`src/rtl/picomem_pkg.sv`:
```
// picomem_pkg: shared PicoMem bus widths, arbiter state encoding and error data
package picomem_pkg;

    localparam int PICOMEM_AW = 32;
    localparam int PICOMEM_DW = 32;
    localparam int PICOMEM_SW = 4;

    localparam logic [PICOMEM_DW-1:0] PICOMEM_ERR_RDATA = 32'hDEADBEEF;

    typedef enum logic [1:0] {
        ST_IDLE = 2'd0,
        ST_GNT0 = 2'd1,
        ST_GNT1 = 2'd2
    } state_e;

endpackage

```
`src/rtl/picomem_watchdog.sv`:
```
// picomem_watchdog: counts enabled cycles and flags expiry on the TIMEOUT-th one
module picomem_watchdog #(
    parameter int unsigned TIMEOUT = 16
) (
    input  logic clk,
    input  logic resetn,
    input  logic en,
    input  logic clr,
    output logic expired
);

    localparam logic [15:0] LAST = 16'(TIMEOUT - 1);

    logic [15:0] cnt_q, cnt_d;

    // Clear beats count so every new transaction starts from zero
    always_comb begin
        cnt_d   = clr ? '0 : en ? cnt_q + 16'd1 : cnt_q;
        expired = en & (cnt_q == LAST);
    end

    // Cycle counter register
    always_ff @(posedge clk or negedge resetn) begin
        if (!resetn) cnt_q <= '0;
        else         cnt_q <= cnt_d;
    end

endmodule

```
`src/rtl/picomem_arbiter_2to1.sv`:
```
// picomem_arbiter_2to1: round-robin 2:1 arbiter in front of one PicoMem SRAM slave
module picomem_arbiter_2to1
    import picomem_pkg::*;
#(
    parameter int unsigned            TIMEOUT   = 16,
    parameter logic [PICOMEM_DW-1:0]  ERR_RDATA = PICOMEM_ERR_RDATA
) (
    input  logic                  clk,
    input  logic                  resetn,
    input  logic                  m0_valid,
    input  logic [PICOMEM_AW-1:0] m0_addr,
    input  logic [PICOMEM_DW-1:0] m0_wdata,
    input  logic [PICOMEM_SW-1:0] m0_wstrb,
    output logic                  m0_ready,
    output logic [PICOMEM_DW-1:0] m0_rdata,
    input  logic                  m1_valid,
    input  logic [PICOMEM_AW-1:0] m1_addr,
    input  logic [PICOMEM_DW-1:0] m1_wdata,
    input  logic [PICOMEM_SW-1:0] m1_wstrb,
    output logic                  m1_ready,
    output logic [PICOMEM_DW-1:0] m1_rdata,
    output logic                  mem_s_valid,
    output logic [PICOMEM_AW-1:0] mem_s_addr,
    output logic [PICOMEM_DW-1:0] mem_s_wdata,
    output logic [PICOMEM_SW-1:0] mem_s_wstrb,
    input  logic                  mem_s_ready,
    input  logic [PICOMEM_DW-1:0] mem_s_rdata,
    output logic [1:0]            grant,
    output logic                  timeout_err
);

    state_e                state_q, state_d;
    logic                  last_q, last_d;
    logic                  err_q, err_d;
    logic                  own0, own1, busy, expired, tmo, done;
    logic [PICOMEM_DW-1:0] rdata_sel;

    picomem_watchdog #(.TIMEOUT(TIMEOUT)) u_watchdog (
        .clk     (clk),
        .resetn  (resetn),
        .en      (busy),
        .clr     (~busy | done),
        .expired (expired)
    );

    // Owner decode, request mux to the slave and response routing to the owner
    always_comb begin
        own0        = state_q == ST_GNT0;
        own1        = state_q == ST_GNT1;
        busy        = own0 | own1;
        tmo         = expired & ~mem_s_ready;
        done        = busy & (mem_s_ready | tmo);
        mem_s_valid = ~tmo & (own1 ? m1_valid : own0 & m0_valid);
        mem_s_addr  = own1 ? m1_addr  : own0 ? m0_addr  : '0;
        mem_s_wdata = own1 ? m1_wdata : own0 ? m0_wdata : '0;
        mem_s_wstrb = own1 ? m1_wstrb : own0 ? m0_wstrb : '0;
        rdata_sel   = mem_s_ready ? mem_s_rdata : ERR_RDATA;
        m0_ready    = own0 & done;
        m1_ready    = own1 & done;
        m0_rdata    = m0_ready ? rdata_sel : '0;
        m1_rdata    = m1_ready ? rdata_sel : '0;
        grant       = {own1, own0};
        timeout_err = err_q;
    end

    // Next state: pick the non-last master on a tie, always drop to IDLE after a completion
    always_comb begin
        state_d = busy ? (done ? ST_IDLE : state_q)
                       : (m0_valid & (~m1_valid | last_q)) ? ST_GNT0
                       : m1_valid ? ST_GNT1 : ST_IDLE;
        last_d  = done ? own1 : last_q;
        err_d   = err_q | tmo;
    end

    // State, round-robin history and sticky error registers
    always_ff @(posedge clk or negedge resetn) begin
        if (!resetn) begin
            state_q <= ST_IDLE;
            last_q  <= 1'b1;
            err_q   <= 1'b0;
        end else begin
            state_q <= state_d;
            last_q  <= last_d;
            err_q   <= err_d;
        end
    end

endmodule
```
`config.mk`:
```
export PLATFORM = sky130hd
export DESIGN_NAME = picomem_arbiter_2to1
export DESIGN_NICKNAME = d
export VERILOG_FILES = /design/src/rtl/picomem_pkg.sv /design/src/rtl/picomem_watchdog.sv /design/src/rtl/picomem_arbiter_2to1.sv
export SDC_FILE = /design/constraint.sdc
export NUM_CORES = 1
export LEC_CHECK = 0
export CAP_MARGIN = 25
export CORE_AREA = 2 2 122 124
export CTS_CLUSTER_DIAMETER = 120
export DETAILED_ROUTE_END_ITERATION = 6
export DIE_AREA = 0 0 124 126
export GPL_ROUTABILITY_DRIVEN = 0
export PLACE_DENSITY = 0.59
export SYNTH_ARGS = -nofsm -noshare
export SYNTH_HDL_FRONTEND = slang
export SYNTH_SLANG_ARGS = --single-unit
```
`constraint.sdc`:
```
create_clock -name clk -period 2.4 [get_ports clk]
set_clock_uncertainty 0.15 [all_clocks]
set_input_delay 0.24 -clock clk [delete_from_list [all_inputs] [get_ports clk]]
set_output_delay 0.24 -clock clk [all_outputs]
set_load 0.005 [all_outputs]
```
======== Yosys cells after proc, flatten, opt, wreduce, memory -nomap -nowiden ========
Index checks and enable logic that the tools add are counted.
storage, ports and cells
  register bits ........................... 20
  output and inout port bits .............. 138
  logic and storage cells ................. 43
operators by class
  mux-type cells .......................... 16
  add/subtract/negate cells ............... 1
  bitwise logic cells ..................... 17
  eq/ne operators ......................... 4
  reductions and logical operators ........ 1
operator list
  cell                                                                      number
  32-bit 2-to-1 mux                                                         7
  16-bit 2-to-1 mux                                                         2
  16-bit by 1-bit adder with 16-bit output (second input constant)          1
  16-bit by 4-bit equality test with 1-bit output (second input constant)   1
  1-bit bitwise AND                                                         8
  2-bit 2-to-1 mux                                                          4
  4-bit 2-to-1 mux                                                          2
  1-bit OR                                                                  5
  1-bit inverter                                                            4
  2-bit by 1-bit equality test with 1-bit output (second input constant)    1
  2-bit equality test (second input constant)                               1
  2-bit by 1-bit inequality test with 1-bit output (second input constant)  1
  2-bit nonzero test                                                        1
  1-bit 2-to-1 mux                                                          1

======== Depth between registers and ports, before layout ========
Gate-level depths: netlist (run 1).
  depth after elaboration ................. 8
  depth in mapped cells ................... 8
  depth with buffers taken out ............ 6

======== Hierarchy ========
A second synthesis (run 1) with hierarchy kept.
unflattened totals
  cells, all modules ...................... 451
  area, all modules ....................... 2788.9 µm²
modules (own cells, without submodules)
  module                cells each  times used  area each (µm²)
  picomem_arbiter_2to1  362         1           1934.4
  picomem_watchdog      89          1           854.6

======== Worst setup path before layout (run 1) ========
Ideal clock, no wire load.
  path type ............................... reg2out
  from .................................... register state_q[0]
  to ...................................... output m1_rdata[18]
  setup slack ............................. 391 ps
  path buffers ............................ 1
  cell stages (with the launch flop) ...... 8
  data arrival time ....................... 1619 ps
  path through ............................ dfrtp_1 -> inv_1 -> ha_1 -> nor3_1 -> and4_4 -> a31oi_4 -> buf_6 -> nor2_2
on the way
  longest elaborated chain between the ends .. 8
ends and longest elaborated chain
  item                                                                                          RTL line                                                text
  start: declaration                                                                            picomem_arbiter_2to1.sv:32                              state_e state_q, state_d;
  start signal: assignment                                                                      picomem_arbiter_2to1.sv:82                              state_q <= state_d;
  2-bit by 1-bit equality test with 1-bit output / 2-bit equality test (equally long branches)  picomem_arbiter_2to1.sv:48, picomem_arbiter_2to1.sv:49
  1-bit OR                                                                                      picomem_arbiter_2to1.sv:50                              busy = own0 | own1;
  1-bit bitwise AND                                                                             picomem_watchdog.sv:19                                  expired = en & (cnt_q == LAST);
  1-bit bitwise AND                                                                             picomem_arbiter_2to1.sv:51                              tmo = expired & ~mem_s_ready;
  1-bit OR                                                                                      picomem_arbiter_2to1.sv:52                              done = busy & (mem_s_ready | tmo);
  1-bit bitwise AND                                                                             picomem_arbiter_2to1.sv:52
  1-bit bitwise AND *                                                                           picomem_arbiter_2to1.sv:59                              m1_ready = own1 & done;
  32-bit 2-to-1 mux *                                                                           picomem_arbiter_2to1.sv:61                              m1_rdata = m1_ready ? rdata_sel : '0;
  end: declaration                                                                              picomem_arbiter_2to1.sv:21                              output logic [PICOMEM_DW-1:0] m1_rdata,
Every way passes the cells marked *; elsewhere a longest branch is shown, timed or not.

======== Worst setup path in the final report (run 1) ========
  from .................................... register state_q[1]
  to ...................................... output m0_ready
on the way
  longest elaborated chain between the ends .. 7
ends and longest elaborated chain
  item                                                                                          RTL line                                                text
  2-bit by 1-bit equality test with 1-bit output / 2-bit equality test (equally long branches)  picomem_arbiter_2to1.sv:48, picomem_arbiter_2to1.sv:49
  1-bit OR                                                                                      picomem_arbiter_2to1.sv:50
  1-bit bitwise AND                                                                             picomem_watchdog.sv:19
  1-bit bitwise AND                                                                             picomem_arbiter_2to1.sv:51
  1-bit OR                                                                                      picomem_arbiter_2to1.sv:52
  1-bit bitwise AND                                                                             picomem_arbiter_2to1.sv:52
  1-bit bitwise AND *                                                                           picomem_arbiter_2to1.sv:58                              m0_ready = own0 & done;
  end: declaration                                                                              picomem_arbiter_2to1.sv:14                              output logic m0_ready,
Marked as above.

==> flow_summary.toml, run 1 <==
[min_path]
hold_class = "in -> async"

[cts]
clock_sinks = 20
cts_tree = "built"
htree_levels = 1
path_clk_slew_ps = 60
numCtsBuffers = 3
clk_latency_ps = 250
postCtsHoldBufs = 0
cts_root_buf = "clkbuf_16"
cts_max_path_buffers = 2

[synthesis]
synthTopCellsByArea = "nand2_1 (20%), dfrtp_1 (19%), o21ai_0 (14%)"
synth_simple_gate_area_share = 0.4787
synth-xor-area-share = 0.04861
yosysSeqAreaShare = 0.1989
syn_area_per_cell_um2 = 5.785
yosysUniqueCellTypes = 32
ys_seq_elements = 20
yosys-mux-area-fraction = 0
ys_warn_count = 0
syn_inst = 436
synthAdderAreaFrac = 0.01488
synth_compound_area_frac = 0.1756
netlist_area_mm2 = 0.002522
synth_top_area_frac = 0.1994
yosysTopAreaCell = "nand2_1"
syn_nets = 612
synth_top_family_by_area = "simple AND/OR/NAND/NOR gates"

[route]
drc = 0
avgRoutedWirePerCell_um = 16.12
finalWirelength_um = 15760
dr.first_iter.drc_count = 187
vias_per_cell = 4.426
vias = 4329
ant_nets = 0
first_pass_iters = 4

[floorplan]
rows = 44
die_area_mm2 = 0.01562
die_h_um = 126
ios = 311
start_util = 0.1762
die_w_um = 124
core-area_mm2 = 0.01431

[worst_setup_path]
path_common_cell = "buf_6"
slowest_delay_ps = 400
critPathSlowestCell = "dfrtp_1"
r2r_setup_slack_ps = 430
critical_path.max_fanout = 4
cp_cell_sequence = "ha_4, buf_4, nor2b_4, buf_6, and2_4, a31oi_4, buf_6, inv_1, dlygate4sd2_1"
startpoint_type = "register"
cp.required_ps = 2010
cp_data_arrival_time_ps = 2070
cp-end-kind = "output pin"
criticalPathCategory = "reg -> out"

[power_and_ir_drop]
vdd_drop_max_mv = 0.3414
power_frac_comb = 0.816
seqPwrFrac = 0.086
p_leak_nw = 3.713
p_switching_mw = 1.807
switching_share = 0.3895
p_int_mw = 2.832
power.density_mw_per_mm2 = 674.5
pwr-share-clk = 0.098

[sta]
setup_ws_ps = -58.14
fin_crit_ps = 2458
hold_slack_ps = 175.9
setup_tns_ps = -178.0
rsz0062_at_grt = "true"
finalSetupViolations = 8
slew_viol_final = 0
period_share = 1.024
max_freq_mhz = 406.8
hold_viol = 0
max_slew_margin = 0.6992
worstMarginPinSlew_ps = 449.5

[final_layout]
layout_commonest_cell = "clkdlybuf4s50_1"
diodes = 0
layout_common_cells = "clkdlybuf4s50_1 (176), nand2_1 (134), o21ai_0 (63)"
area_growth_pct = 172.6
final_core_util = 0.4804
nFillCells = 1409
drive_above_1_share = 0.2393
nets = 971

[global_route]
antenna_found_initial = 0
grt_max_degree = 35
grt_pass1_vias = 4100
grt_usage = 0.1778
grt-ovfl-total = 0
grt_pass1_wl_um = 21910

[status]
failed_checks = "setup timing"
status = "finished, violations left"

[placed_design]
io_buffers = 310
dp_hpwl_um = 11340

[job]
maxCapViolCount = 0
[logic make-up after synthesis]
group                      after synthesis
DFF                                     20
adders and majority gates                3
and+or+nand+nor                        276
AOI/OAI and AO/OA                       77
xor gates and xnor gates                14
buffers and inverters                   46
[layout make-up]
type	count	area (um^2)	share of cell area
repair buffers	387	3864	0.5619
multi-input cells	373	2136	0.3106
flip-flops and latches	20	501.7	0.07296
well taps	184	230.2	0.03348
clock buffers	3	75.07	0.01092
inverters	10	40.04	0.005822
clock inverters	1	30.03	0.004367
[critical path: cells and delay by family (launching register included)]
| family | cells | cell delay, ps |
|---|---|---|
| AO/OA/AOI/OAI | 1 | 220 |
| buffers and inverters | 5 | 670 |
| AND/OR/NAND/NOR | 2 | 240 |
| flip-flops | 1 | 400 |
| adder cells (fa/ha/maj) | 1 | 300 |
[sequential cells by signal (all words and copies together) (netlist names)]
register          count
last_q                1
state_q               2
timeout_err           1
u_watchdog.cnt_q     16
[synth_stat cells]
library cell,instances
nor3_1,7
buf_6,3
o211ai_1,1
and4_4,1
buf_4,2
inv_2,1
xnor2_1,12
o21ai_0,69
nor4_2,2
dfrtp_1,19
and2_1,2
nor2b_1,3
a31oi_4,2
clkbuf_1,17
a21oi_1,1
dfstp_2,1
nand4_2,1
nand2_1,134
and3_1,17
nor2_1,76
buf_2,6
a22o_1,3
nand3_1,7
o21ai_4,1
inv_1,9
nand4_1,3
buf_1,8
xor2_1,2
or2_2,1
nor4_1,3
nor2_2,19
ha_1,3
[power groups by stage]
stage	clock network, mW	registers, mW	logic (mW)
final	0.456	0.399	3.78
after global routing	0.494	0.403	4.08
after CTS	0.466	0.401	3.56
after detailed placement	0	0.405	3.09
after global placement	0	0.404	3.05
after floorplan	0	0.400	1.20
[metal layers]
metal,part of all wire,wire [um],up-vias,GRT usage
li1,-,-,2140,-
met1,0.38,5926,1997,0.2055
met2,0.53,8386,165,0.3384
met3,0.072,1131,27,0.02899
met4,0.020,317,0,0.03569
met5,0,0,-,0
[through the flow]
step	instances	power, mW	setup slack [ps]	area (um^2)
2_1_floorplan	436	1.601	390.7	2522
3_3_place_gp	930	3.458	-133.8	6018
3_5_place_dp	930	3.497	-197.5	6018
4_1_cts	957	4.425	-232.2	6446
5_1_grt	978	4.978	-127.3	6877
6_report	978	4.638	-58.14	6877
[worst paths after layout]
check                            start             endpoint  cells past startpoint
hold reg to reg            timeout_err          timeout_err                      1
hold / removal                  resetn  u_watchdog.cnt_q[6]                      2
max in group asynchronous       resetn               last_q                      2
setup / recovery            state_q[1]             m0_ready                      9
setup reg to reg            state_q[0]               last_q                     10
min in group clk           timeout_err          timeout_err                      1
[what timing repair did]
item                                    CTS  global route
pin swaps                                27            30
resized for setup                       210           170
buffers inserted                         14            22
endpoints found under the setup margin  121            88
cloned                                    9             1
No activity file was read; power rests on OpenSTA's default activity.
==> run 2: changes to the inputs <==
--- a/config.mk
+++ b/config.mk
@@ -12,6 +12,7 @@
 export DIE_AREA = 0 0 124 126
 export GPL_ROUTABILITY_DRIVEN = 0
 export PLACE_DENSITY = 0.59
+export SLEW_MARGIN = 20
 export SYNTH_ARGS = -nofsm -noshare
 export SYNTH_HDL_FRONTEND = slang
 export SYNTH_SLANG_ARGS = --single-unit
==> results of run 2 <==
Final layout, timing and power as in run 1 (identical DEF).
